--- config.mk ---
export PLATFORM = sky130hd
export DESIGN_NAME = mill_modif_enc
export DESIGN_NICKNAME = d
export VERILOG_FILES = /design/src/rtl/mill_modif_enc.sv
export SDC_FILE = /design/constraint.sdc
export NUM_CORES = 1
export LEC_CHECK = 0
export BUFFER_PORTS_ARGS = -buffer_cell sky130_fd_sc_hd__buf_2
export CORE_MARGIN = 3
export CORE_UTILIZATION = 55
export DETAILED_ROUTE_END_ITERATION = 10
export PLACE_DENSITY_LB_ADDON = 0.3
export SLEW_MARGIN = 25
export SYNTH_ARGS = -nofsm -noshare
export SYNTH_HDL_FRONTEND = slang
export SYNTH_SLANG_ARGS = --single-unit
--- constraint.sdc ---
create_clock -name clk -period 2.1 [get_ports clk]
set_clock_uncertainty 0.1 [all_clocks]
set_input_delay 0.42 -clock clk [delete_from_list [all_inputs] [get_ports clk]]
set_output_delay 0.42 -clock clk [all_outputs]
set_load 0.1 [all_outputs]
--- src/rtl/mill_modif_enc.sv ---
// Modified Miller encoder for the reader-to-card link at 106 kb/s.
// NRZ-L bits arrive over a valid/ready handshake. Each bit is encoded as one
// ETU-long symbol (X, Y or Z) on out_pause. SOC and EOC framing is added
// around the data bits automatically.
module mill_modif_enc #(
  parameter int ETU_CLKS   = 32,
  parameter int PAUSE_CLKS = 8,
  parameter int CNT_W      = 5
) (
  input  logic clk,
  input  logic in_PoR,
  input  logic in_start,
  input  logic in_valid,
  input  logic in_bit,
  input  logic in_last,
  output logic out_ready,
  output logic out_pause,
  output logic out_busy,
  output logic out_underrun
);

  typedef enum logic [2:0] {
    ST_IDLE = 3'd0,
    ST_SOC  = 3'd1,
    ST_DATA = 3'd2,
    ST_EOC0 = 3'd3,
    ST_EOCY = 3'd4
  } state_t;

  typedef enum logic [1:0] {
    SYM_X = 2'd0,
    SYM_Y = 2'd1,
    SYM_Z = 2'd2
  } sym_t;

  localparam logic [CNT_W-1:0] CNT_LAST    = CNT_W'(ETU_CLKS - 1);
  localparam logic [CNT_W-1:0] CNT_HALF    = CNT_W'(ETU_CLKS / 2);
  localparam logic [CNT_W-1:0] CNT_X_END   = CNT_W'(ETU_CLKS / 2 + PAUSE_CLKS);
  localparam logic [CNT_W-1:0] CNT_Z_END   = CNT_W'(PAUSE_CLKS);
  localparam logic [CNT_W-1:0] CNT_ZERO    = CNT_W'(0);
  localparam logic [CNT_W-1:0] CNT_ONE     = CNT_W'(1);

  // A logic 1 is always X; a logic 0 is Y after a 1 and Z after a 0.
  function automatic sym_t map_sym(input logic bit_v, input logic prev_v);
    sym_t s;
    if (bit_v) begin
      s = SYM_X;
    end else if (prev_v) begin
      s = SYM_Y;
    end else begin
      s = SYM_Z;
    end
    return s;
  endfunction

  // Pause window of a symbol at a given position inside its ETU.
  function automatic logic pause_of(input sym_t s, input logic [CNT_W-1:0] c);
    logic p;
    case (s)
      SYM_X:   p = (c >= CNT_HALF) && (c < CNT_X_END);
      SYM_Z:   p = (c < CNT_Z_END);
      SYM_Y:   p = 1'b0;
      default: p = 1'b0;
    endcase
    return p;
  endfunction

  state_t           state_r, state_s;
  sym_t             sym_r, sym_s;
  logic [CNT_W-1:0] cnt_r, cnt_s;
  logic             prev_r, prev_s;
  logic             last_acc_r, last_acc_s;
  logic             ready_r, ready_s;
  logic             pause_r, pause_s;
  logic             busy_r, busy_s;
  logic             underrun_r, underrun_s;
  logic             wrap_s;

  // Next-state, symbol selection and handshake decode for the frame FSM.
  always_comb begin
    state_s    = state_r;
    sym_s      = sym_r;
    cnt_s      = cnt_r;
    prev_s     = prev_r;
    last_acc_s = last_acc_r;
    underrun_s = 1'b0;
    wrap_s     = (cnt_r == CNT_LAST);

    case (state_r)
      ST_IDLE: begin
        cnt_s = CNT_ZERO;
        if (in_start) begin
          // SOC is a Z and leaves the encoder as if a 0 had been sent.
          state_s    = ST_SOC;
          sym_s      = SYM_Z;
          prev_s     = 1'b0;
          last_acc_s = 1'b0;
        end else begin
          state_s = ST_IDLE;
        end
      end
      ST_SOC, ST_DATA: begin
        cnt_s = wrap_s ? CNT_ZERO : (cnt_r + CNT_ONE);
        if (wrap_s) begin
          if (last_acc_r) begin
            // Final bit has been sent: EOC starts with a logic 0.
            state_s = ST_EOC0;
            sym_s   = map_sym(1'b0, prev_r);
            prev_s  = 1'b0;
          end else if (in_valid) begin
            state_s    = ST_DATA;
            sym_s      = map_sym(in_bit, prev_r);
            prev_s     = in_bit;
            last_acc_s = in_last;
          end else begin
            // Nothing offered when a bit was due: close the frame cleanly.
            underrun_s = 1'b1;
            state_s    = ST_EOC0;
            sym_s      = map_sym(1'b0, prev_r);
            prev_s     = 1'b0;
          end
        end else begin
          state_s = state_r;
        end
      end
      ST_EOC0: begin
        cnt_s = wrap_s ? CNT_ZERO : (cnt_r + CNT_ONE);
        if (wrap_s) begin
          state_s = ST_EOCY;
          sym_s   = SYM_Y;
        end else begin
          state_s = ST_EOC0;
        end
      end
      ST_EOCY: begin
        cnt_s = wrap_s ? CNT_ZERO : (cnt_r + CNT_ONE);
        if (wrap_s) begin
          state_s = ST_IDLE;
        end else begin
          state_s = ST_EOCY;
        end
      end
      default: begin
        state_s = ST_IDLE;
        cnt_s   = CNT_ZERO;
      end
    endcase

    // Outputs are registered, so they are decoded from the next-cycle values.
    ready_s = (cnt_s == CNT_LAST) && !last_acc_s &&
              ((state_s == ST_SOC) || (state_s == ST_DATA));
    busy_s  = (state_s != ST_IDLE);
    // One clock of latency from the decoded count to the pause output.
    pause_s = (state_r != ST_IDLE) && pause_of(sym_r, cnt_r);
  end

  // State, counter and registered outputs; reset drops the pause at once.
  always_ff @(posedge clk or negedge in_PoR) begin
    if (!in_PoR) begin
      state_r    <= ST_IDLE;
      sym_r      <= SYM_Y;
      cnt_r      <= CNT_ZERO;
      prev_r     <= 1'b0;
      last_acc_r <= 1'b0;
      ready_r    <= 1'b0;
      pause_r    <= 1'b0;
      busy_r     <= 1'b0;
      underrun_r <= 1'b0;
    end else begin
      state_r    <= state_s;
      sym_r      <= sym_s;
      cnt_r      <= cnt_s;
      prev_r     <= prev_s;
      last_acc_r <= last_acc_s;
      ready_r    <= ready_s;
      pause_r    <= pause_s;
      busy_r     <= busy_s;
      underrun_r <= underrun_s;
    end
  end

  assign out_ready    = ready_r;
  assign out_pause    = pause_r;
  assign out_busy     = busy_r;
  assign out_underrun = underrun_r;

endmodule

==> results.md <==
- H-Tree Depth: 1
- Worst-Skew Late Latency: slightly below 300 ps
- First-pass iteration count of the detailed router: 4
- Setup crit end kind: register
- Slew at the pin with the worst max-slew slack: 506.4 ps
- Synth-to-layout area growth: 12.02%
- Wl on met1: around 750 um
- VDD IR max: around 860 uV
- DP HPWL: 1168 um
- Die X-Extent: roughly 45 um
- Row count: 13
- Power per cell area: ~1400 mW/mm^2
- Starting Density: about 62%
- Clock buffer depth: 2
- Nets: 99
- Leakage: slightly above 0.4 nW
- Netlist Area Pre-Place: about 850 um^2
- Mean post-synth cell area: ~11 um^2
- Reg-to-reg setup timing slack: between 90 and 100 ps
- CTS tree: yes
- DRC viols: 0
- Relative slew slack: about two thirds
- Root buf cell: clkbuf_4
- First-pass GRT wire length: 2670 um
- Fill count: 103
- Via Count: between 600 and 700
- Commonest non-fill, non-tap cell in the layout: dfrtp_1
- Worst-path clk slew: ~90 ps
- Vias per cell: 5.895
- Startpoint type of the worst setup path: register
- Final WL: 1633 um
- GRT Util Overall: 18.23%
- CTS Buf Count: 3
- IO Count: 10
- Post-Synthesis Net Count: 86
- Placer Congestion: roughly 0.81
- Inserted Diodes: 0
- Most frequent cells in the layout: dfrtp_1 (15), buf_2 (9), a21oi_1 (5)
- Yosys warnings: 0
- Core area: approximately 0.0014 mm^2
- Register area share after synthesis: 47.07%
- Clock Sinks: 16
- Final ANT Viol Nets: 0
- Max Slew Vio Count: 0
- Avg WL per Cell: between 15 and 20 um
- Highest metal used: met4
- Max Fclk: 499.0 MHz
- Die footprint: between 0.002 and 0.0025 mm^2
- Final worst path period need: 2004 ps
- Setup TNS: 0 ps
- Fraction of layout cells with a size suffix above 1: around a quarter
- WP data arrival: ~2100 ps
- Final cycle utilization of the critical path: 95.42%
- Async S/R FF share, synth: 100.0%
- Remaining global-route overflow: 0
- Pin count of the biggest net entering global routing: 17
- Synth Register Bits: 16
- Worst setup path category: reg -> reg
- Setup violations, final: 0
- Met3 routed WL: about 100 um
- Post-layout util: between 60% and 70%
- Vias in the first global route: 590
- Total of max-cap violations: 0
- Post-Syn Instances: between 70 and 80
- Post-synth EDFFs: 0
- Dominant synthesized flop cell: dfrtp_1
- Outcome: completed
- Max FO, Critical Path: 9
- Final setup margin: between 90 and 100 ps
- Port bufs: 9
- Post-placement setup slack: 45.18 ps
- DR iter-0 viols: 19
- CP required: approximately 2200 ps
- Power Total: about 1.4 mW
- Final Hold Fails: 0
- Library cells used by synthesis: 37
- Hold slack: roughly 240 ps
- Worst Hold Class: in -> reg
- Die height: 45.39 um
- WL met2: around 750 um
- Initial antenna violation count: 0
sequential cells by signal, summed over array words and instances (netlist names):
name,count
out_pause,1
out_busy,1
prev_r,1
sym_r,2
last_acc_r,1
state_r,3
out_underrun,1
out_ready,1
cnt_r,5
worst paths after layout:
kind / depth (start not counted) / start / endpoint
max in group asynchronous: 2 / in_PoR / sym_r[0]
worst min-delay path: 2 / in_valid / out_underrun
min in group asynchronous: 2 / in_PoR / out_pause
worst max-delay path: 6 / cnt_r[0] / out_ready
worst min register to register: 1 / last_acc_r / out_underrun
worst max register to register: 6 / cnt_r[0] / out_ready
Yosys cell counts (3+ instances only):
cell type	count	share of area, %
nor3_1	3	1.8
xnor2_1	4	4.1
nor2_1	4	1.8
nand3_1	3	1.8
a21oi_1	5	2.9
nand2_1	4	1.8
nand2b_1	3	2.2
dfrtp_1	15	44
final cells by class:
class	count	area [um^2]	area share, %
Sequential cell	16	401.6	42.02
Clock buffer	4	36.28	3.796
Inverter	2	7.507	0.7853
Multi-Input combinational cell	56	421.7	44.11
Timing Repair Buffer	12	70.07	7.330
Tap cell	15	18.77	1.963
cell families (layout without fill, tap and decap cells):
family | count (synthesis) | in the layout | synth area share (%)
buffers and inverters | 6 | 18 | 4.985
muxes | 1 | 1 | 1.173
and+or+nand+nor | 33 | 33 | 24.78
DFF | 16 | 16 | 47.07
adders and majority gates | 2 | 2 | 2.932
xor gates and xnor gates | 5 | 5 | 5.132
AOI/OAI and AO/OA | 15 | 15 | 13.93
critical path: stages (launching register included):
cell and delay (ps):
dfrtp_1 410, ha_1 200, and3_1 200, ha_4 190, or3b_4 420, a221oi_4 260, nor4b_2 90
through the flow:
step | instance area, um^2 | instances
2_1_floorplan | 853.3 | 78
3_3_place_gp | 889.6 | 99
3_5_place_dp | 889.6 | 99
4_1_cts | 935.9 | 104
5_1_grt | 955.9 | 105
6_report | 955.9 | 105
where the power goes:
group / switching, mW / total (mW) / internal [mW]
sequential: 0.123 / 0.551 / 0.428
clock: 0.0962 / 0.202 / 0.106
combinational: 0.344 / 0.609 / 0.265
repair_timing:
item | in CTS | in global routing
setup endpoints to repair | 0 | 3
hold endpoints to repair | 15 | 0
resized for setup | 0 | 2
hold buffers | 1 | 0
buffers inserted | 0 | 1
per-layer routing:
metal | vias up | global-route usage (%)
met3 | 6 | 3.162
met4 | 0 | 8.187
met2 | 22 | 28.69
met5 | - | 0
met1 | 287 | 24.37
li1 | 304 | -
Power figures use the tool's default switching activity.
